### config.mk
export PLATFORM = sky130hd
export DESIGN_NAME = keypad_key_fifo
export DESIGN_NICKNAME = d
export VERILOG_FILES = /design/src/rtl/keypad_key_fifo.sv
export SDC_FILE = /design/constraint.sdc
export NUM_CORES = 1
export LEC_CHECK = 0
export CAP_MARGIN = 10
export CORE_ASPECT_RATIO = 1.4
export CORE_MARGIN = 2
export CORE_UTILIZATION = 51
export DETAILED_ROUTE_END_ITERATION = 10
export HOLD_SLACK_MARGIN = 0.1
export MAX_ROUTING_LAYER = met4
export PLACE_DENSITY = 0.75
export SYNTH_ARGS = -nofsm -noshare
export SYNTH_HDL_FRONTEND = slang
export SYNTH_SLANG_ARGS = --single-unit
### constraint.sdc
create_clock -name clk -period 2.7 [get_ports clk]
set_input_delay 0.405 -clock clk [delete_from_list [all_inputs] [get_ports clk]]
set_output_delay 0.405 -clock clk [all_outputs]
set_load 0.01 [all_outputs]
### src/rtl/keypad_key_fifo.sv
// -----------------------------------------------------------------------------
// keypad_key_fifo
//
// Sits behind the hex keypad scanner. Repeat strobes caused by contact bounce
// are rejected with a lockout window. Each accepted key code is queued in a
// small first-word-fall-through FIFO that the host drains at its own pace.
// Keys accepted while the FIFO is full are dropped and flagged by a sticky
// overflow bit.
//
// Parameters
//   DEPTH    FIFO entries (power of two, >= 2)
//   LOCKOUT  consecutive key_valid-low cycles needed after an accepted key
//            before the next key is accepted (>= 1)
//
// Ports
//   clk        clock, all logic on the rising edge
//   rst        synchronous reset, active-low
//   key_valid  scanner valid strobe
//   key_code   scanner key code, sampled only when key_valid = 1
//   rd_en      pop request
//   clr_ovf    clears overflow
//   rd_data    head-of-FIFO code (combinational read), meaningful when !empty
//   empty      FIFO holds no entries
//   full       FIFO holds DEPTH entries
//   count      number of entries held
//   key_event  one-cycle pulse per accepted key (pushed or dropped)
//   overflow   sticky: an accepted key was dropped because the FIFO was full
// -----------------------------------------------------------------------------
module keypad_key_fifo #(
  parameter int DEPTH   = 8,
  parameter int LOCKOUT = 16
) (
  input  logic                     clk,
  input  logic                     rst,
  input  logic                     key_valid,
  input  logic [3:0]               key_code,
  input  logic                     rd_en,
  input  logic                     clr_ovf,
  output logic [3:0]               rd_data,
  output logic                     empty,
  output logic                     full,
  output logic [$clog2(DEPTH):0]   count,
  output logic                     key_event,
  output logic                     overflow
);

  localparam int AW  = $clog2(DEPTH);
  localparam int LKW = $clog2(LOCKOUT) + 1;

  typedef enum logic {
    ST_ARMED   = 1'b0,
    ST_LOCKOUT = 1'b1
  } state_t;

  state_t           state, state_nxt;
  logic [LKW-1:0]   lk, lk_nxt, lk_inc;
  logic             key_vld_p0;

  logic [3:0]       mem [DEPTH];
  logic [AW:0]      wr_ptr, rd_ptr;
  logic             do_pop, do_push, do_drop;

  // ---------------------------------------------------------------------------
  // Capture stage: lockout FSM decides whether this cycle's strobe is a key
  // ---------------------------------------------------------------------------
  always_ff @(posedge clk) begin
    if (!rst) begin
      state <= ST_ARMED;
      lk    <= '0;
    end else begin
      state <= state_nxt;
      lk    <= lk_nxt;
    end
  end

  assign lk_inc = lk + LKW'(1);

  always_comb begin
    state_nxt  = state;
    lk_nxt     = lk;
    key_vld_p0 = 1'b0;
    unique case (state)
      ST_ARMED: begin
        if (key_valid) begin
          key_vld_p0 = 1'b1;
          lk_nxt     = '0;
          state_nxt  = ST_LOCKOUT;
        end
      end
      ST_LOCKOUT: begin
        if (key_valid) begin
          // Bounce inside the window restarts it.
          lk_nxt = '0;
        end else begin
          lk_nxt = lk_inc;
          if (lk_inc == LKW'(LOCKOUT)) begin
            state_nxt = ST_ARMED;
          end
        end
      end
      default: begin
        state_nxt = ST_ARMED;
        lk_nxt    = '0;
      end
    endcase
  end

  // ---------------------------------------------------------------------------
  // Queue stage: FWFT FIFO with extra wrap bit on each pointer
  // ---------------------------------------------------------------------------
  assign count = wr_ptr - rd_ptr;
  assign empty = (count == '0);
  assign full  = (count == (AW+1)'(DEPTH));

  // A pop on an empty FIFO is ignored, so a push+pop on empty only pushes.
  assign do_pop  = rd_en && !empty;
  // When full, a same-cycle pop frees the slot before the push lands.
  assign do_push = key_vld_p0 && (!full || rd_en);
  assign do_drop = key_vld_p0 && full && !rd_en;

  always_ff @(posedge clk) begin
    if (!rst) begin
      wr_ptr <= '0;
      rd_ptr <= '0;
    end else begin
      if (do_push) begin
        wr_ptr <= wr_ptr + (AW+1)'(1);
      end
      if (do_pop) begin
        rd_ptr <= rd_ptr + (AW+1)'(1);
      end
    end
  end

  // Storage carries no reset; only the pointers define what is valid.
  always_ff @(posedge clk) begin
    if (do_push) begin
      mem[wr_ptr[AW-1:0]] <= key_code;
    end
  end

  assign rd_data = mem[rd_ptr[AW-1:0]];

  // ---------------------------------------------------------------------------
  // Status stage: event pulse and sticky overflow
  // ---------------------------------------------------------------------------
  always_ff @(posedge clk) begin
    if (!rst) begin
      key_event <= 1'b0;
      overflow  <= 1'b0;
    end else begin
      key_event <= key_vld_p0;
      // A drop in the same cycle as a clear leaves the flag set.
      if (do_drop) begin
        overflow <= 1'b1;
      end else if (clr_ovf) begin
        overflow <= 1'b0;
      end
    end
  end

endmodule

# --- Word level (Yosys, flattened, before mapping) ---
# Memory sizes are Yosys's and may differ from the RTL's. A register that Yosys moved wholly into a read port is not among the register bits.
# Index checks and enable logic that the tools add are counted.
totals:
  memories: 1
  input_bits: 9
  mem_bits_rw: 32
  reg_bits: 16
classes:
  n_reduce_logical: 10
  bitwise: 1
  n_mux: 14
  addsub: 4
  n_eq_ne: 3
memory_table:
  columns: ["name", "depth", "width", "read_ports", "rd_clocked_by_memory_dff", "write_ports", "line_no", "rtl"]
  rows:
  - ["mem", 8, 4, 1, 1, 1, "59", "logic [3:0] mem [DEPTH];"]
op_table:
  columns: ["operator", "n"]
  rows:
  - ["two-way mux 5 bit", 2]
  - ["one-hot mux 5 bit (2 select lines)", 1]
  - ["adder 4 x 1 -> 4 bit (second input constant)", 2]
  - ["two-way mux 1 bit", 8]
  - ["two-way mux 3 bit", 2]
  - ["adder 5 x 1 -> 5 bit (second input constant)", 1]
  - ["equality test 5 bit (second input constant)", 1]
  - ["equality test 4 bit (second input constant)", 1]
  - ["logical AND 1 bit", 4]
  - ["logical NOT 4 bit", 1]
  - ["subtractor 4 bit", 1]
  - ["logical NOT 1 bit", 3]
  - ["!= test 2 bit (second input constant)", 1]
  - ["one-hot mux 1 bit (2 select lines)", 1]
  - ["nonzero test 2 bit", 1]
  - ["logical OR 1 bit", 1]
  - ["inverter 1 bit", 1]

# --- Logic depth before layout (Yosys ltp) ---
depth:
  depth_word: 7
  ltp_mapped: 10
  depth_no_buf: 9

# --- Worst setup path after synthesis ---
# OpenSTA, ideal clock, no wires.
synth_timing:
  path_kind: "reg2reg"
  start: "reg wr_ptr[0]"
  end: "mem mem[2][0], enable pin"
  period_less_slack_ns: 2.668
  arrival_time_ns: 2.416
  path_slack_ns: 0.032
  setup_time_ns: 0.252
  stages_incl_launch_ff: 9
  cell_sequence: "dfxtp_1 > inv_1 > ha_1 > inv_1 > fa_1 > or3_1 > buf_6 > o41a_4 > and4_2"
synth_between:
  elab_chain_cells: 7
synth_lines:
  columns: ["element", "line_no", "rtl"]
  rows:
  - ["start, declared", "60", "logic [AW:0] wr_ptr, rd_ptr;"]
  - ["start signal, assigned", "127", "wr_ptr <= wr_ptr + (AW+1)'(1);"]
  - ["subtractor 4 bit", "111", "assign count = wr_ptr - rd_ptr;"]
  - ["named net count[1]", "42", "output logic [$clog2(DEPTH):0] count,"]
  - ["equality test 4 bit", "113", "assign full = (count == (AW+1)'(DEPTH));"]
  - ["logical NOT 1 bit", "118", "assign do_push = key_vld_p0 && (!full || rd_en);"]
  - ["logical OR 1 bit", "118", null]
  - ["logical AND 1 bit", "118", null]
  - ["two-way mux 1 bit", "137", "if (do_push) begin"]
  - ["two-way mux 1 bit (implied by the code)", "138", "mem[wr_ptr[AW-1:0]] <= key_code;"]
  - ["end, declared", "59", null]
# The timed path passes the listed nets, and every way through them passes these cells.

# --- Worst setup path after layout ---
layout_timing:
  start: "reg rd_ptr[2]"
  end: "out count[3]"
layout_between:
  elab_chain_cells: 1
layout_lines:
  columns: ["element", "line_no", "rtl"]
  rows:
  - ["start, declared", "60", null]
  - ["start signal, assigned", "130", "rd_ptr <= rd_ptr + (AW+1)'(1);"]
  - ["subtractor 4 bit", "111", null]
  - ["end, declared", "42", null]
# Every way passes these cells.

==> summary.md <==
| Metric | Value |
|---|---|
| Peak Freq | 0.382 GHz |
| Fin. max-slew vios | 0 |
| Compound-cell area share of the yosys netlist | 7.68% |
| Rel. slew slack | 44.0% |
| Sequential Power Share | 41.8% |
| Hpwl dp | 3020 um |
| H-tree depth | 2 |
| Worst Clk Skew | 4.16 ps |
| Final setup vio count | 0 |
| Hold WC Path Type | reg2reg |
| Worst slew pin tran | 833 ps |
| Post-Synth Simple-Gate Area | 11.5% |
| PortBufs | 20 |
| Most common cell after layout, fill and taps aside | edfxtp_1 |
| Adder-Cell Fraction of Synth Area | 4.65% |
| Iter 0 DRT Violations | 44 |
| Met2 Use GR | 30.8% |
| Mean Syn Cell Area | 13.8 um^2 |
| Vias/cell | 5.31 |
| Post-synth EDFFs | 32 |
| Clk_lat worst skew | 300 ps |
| Dominant synthesized flop cell | edfxtp_1 |
| Synth cell types | 40 |
| Syn Nets | 185 |
| M3 GR Usage | 3.72% |
| Total Wirelength | 4020 um |
| Core Box Area | 4460 um^2 |
| CTS Hold Bufs | 0 |
| Net Sw Power | 0.000637 W |
| # rows | 29 |
| CP required | 2300 ps |
| GR peak layer | met2 |
| Die area | 5100 um^2 |
| Max Fanout on Critical Path | 5 |
| DRC | 0 |
| Comb power frac | 34.9% |
| Sw frac | 29.2% |
| Critical Path Source Type | flip-flop |
| DR WL/cell | 15.5 um |
| Unrepaired setup endpoints after global routing | yes |
| Total Routing Usage GR | 18.6% |
| Grt ovf | 0 |
| Final Critical Period | 2620 ps |
| Critical Path Sink Type | output port |
| Status | completed |
| Setup tns final | 0 ps |
| Initial antenna violation count | 0 |
| Clock Tree Root | clkbuf_8 |
| Post-Synth XOR/XNOR Area | 3.41% |
| Yosys reg bits | 51 |
| Routed Antenna Nets | 0 |
| Clk network pwr share | 23.3% |
| TritonCTS clock tree | done |
| Synth async-reset ratio | 0% |
| Antenna diodes | 0 |
| Mux contribution to synthesized area | 10.6% |
| Max Root-Sink Buffers | 2 |
| R2R Setup Slk | 140 ps |
| Post-Place Cell Area | 2600 um^2 |
| Ys Warns | 0 |
| Final Hold Vio Count | 0 |
| Fin nets | 215 |
| Via count | 1,380 |
| Die Y | 83.7 um |
| Clk sinks | 51 |
| Clk slew on worst S/H paths | 90 ps |
| Die X | 60.9 um |
| Initial Util | 51.8% |
| Commonest non-fill, non-tap cells in the layout | edfxtp_1 (32), dfxtp_1 (18), clkdlybuf4s50_1 (18), inv_1 (10), buf_4 (9) |
| Post-synthesis sequential area ratio | 58.0% |
| Power after layout | 0.00218 W |
| CTS Buf Count | 5 |
| Cells after Synth | 168 |
| GR Util met1 | 21.9% |
| Finished Cell Area | 2720 um^2 |
| Largest net degree at the start of global routing | 18 |
| Int Pwr | 0.00155 W |
| Vias in the first global route | 1,460 |
| Fin crit share | 97.0% |
| Worst vdd ir | 0.603 mV |
| Largest family of logic cells by synthesized area | simple AND/OR/NAND/NOR gates |
| # fillers | 363 |
| First-pass GRT wire length | 6840 um |
| Worst hold slack | 516 ps |
| Synth-to-Final Area Change | 17.6% |
| Share of cells above drive strength 1 | 22.7% |
| Ports | 21 |
| Leakage dissipation | 0.957 nW |
| CP arrival | 2210 ps |
| Max Cap Viol | 0 |
| Synth Cell Area | 2310 um^2 |
| DR pass1 iterations | 4 |
| Setup Crit Path Kind | reg2out |
| PwrDens | 803 nW/um^2 |
| RePlAce Congestion | 0.920 |
-- power groups by stage --
stage | Sequential, W | Combinational, W | Clock [W]
after floorplan | 0.000916 | 0.000494 | 0
after global placement | 0.000932 | 0.000733 | 0
after detailed placement | 0.000932 | 0.000754 | 0
after CTS | 0.000914 | 0.000770 | 0.000521
after global routing | 0.000921 | 0.000831 | 0.000550
final | 0.000914 | 0.000762 | 0.000509
-- per-layer routing --
| metal | vias to the layer above | wire (um) |
|---|---|---|
| li1 | 679 | - |
| met1 | 662 | 1660 |
| met5 | - | 0 |
| met2 | 33 | 2190 |
| met3 | 6 | 121 |
| met4 | 0 | 47 |
-- sequential cells by signal, indices dropped and copies added, names as in the netlist, named ones only --
signal	flops
overflow	1
mem	32
state	1
key_event	1
wr_ptr	4
lk	5
rd_ptr	4
-- area by class of cell --
class,instances,area (um^2),share of cell area (%)
flip-flops and latches,51,1340,49.3
multi-input cells,101,900,33.1
repair buffers,29,258,9.47
well taps,62,77.6,2.85
clock buffers,5,68.8,2.53
clock inverters,2,37.5,1.38
inverters,10,37.5,1.38
-- metrics by stage --
stage               setup slack, ps  instances  util, %
floorplan                      31.5        168        -
global placement               93.5        253     58.3
detailed placement             30.0        253     58.3
CTS                            6.09        260     60.9
global route                  -74.7        260     61.0
finish                         80.3        260     61.0
-- path summary, 6_finish.rpt --
kind             start        end  cells past startpoint
max          rd_ptr[2]   count[3]                      7
min          wr_ptr[3]  wr_ptr[3]                      2
max reg2reg  wr_ptr[0]  mem[4][2]                      9
min reg2reg  wr_ptr[3]  wr_ptr[3]                      2
-- kinds of logic after synthesis --
group / count (synthesis)
buf+inv: 16
simple gates: 48
flops: 51
compound gates: 22
fa+ha+maj: 8
mux: 14
xor+xnor: 9
-- cell usage after synthesis (4+ instances only) --
master,count,area [um^2]
inv_1,10,37.5
nor3_1,6,30.0
clkbuf_1,4,15.0
and2_1,6,37.5
ha_1,7,87.6
o21ai_0,4,20.0
mux4_2,8,180
nand2_1,7,26.3
xor2_1,5,43.8
edfxtp_1,32,961
a21oi_1,4,20.0
xnor2_1,4,35.0
dfxtp_1,19,380
mux2_2,4,45.0
nand2b_1,4,25.0
nor2_1,9,33.8
-- critical path, cell delays in order (launching register included) --
cell and delay, ps:
dfxtp_1 370, inv_1 70, ha_2 300, and3b_2 240, nor3_2 230, nor2_2 80
inv_1 80, clkdlybuf4s50_1 540
-- repair_timing --
| action | 4_1_cts | 5_1_grt |
|---|---|---|
| cloned | 0 | 0 |
| buffers inserted | 0 | 0 |
| resized for setup | 6 | 7 |
| endpoints found under the setup margin | 3 | 15 |
No activity file was read; power rests on OpenSTA's default activity.
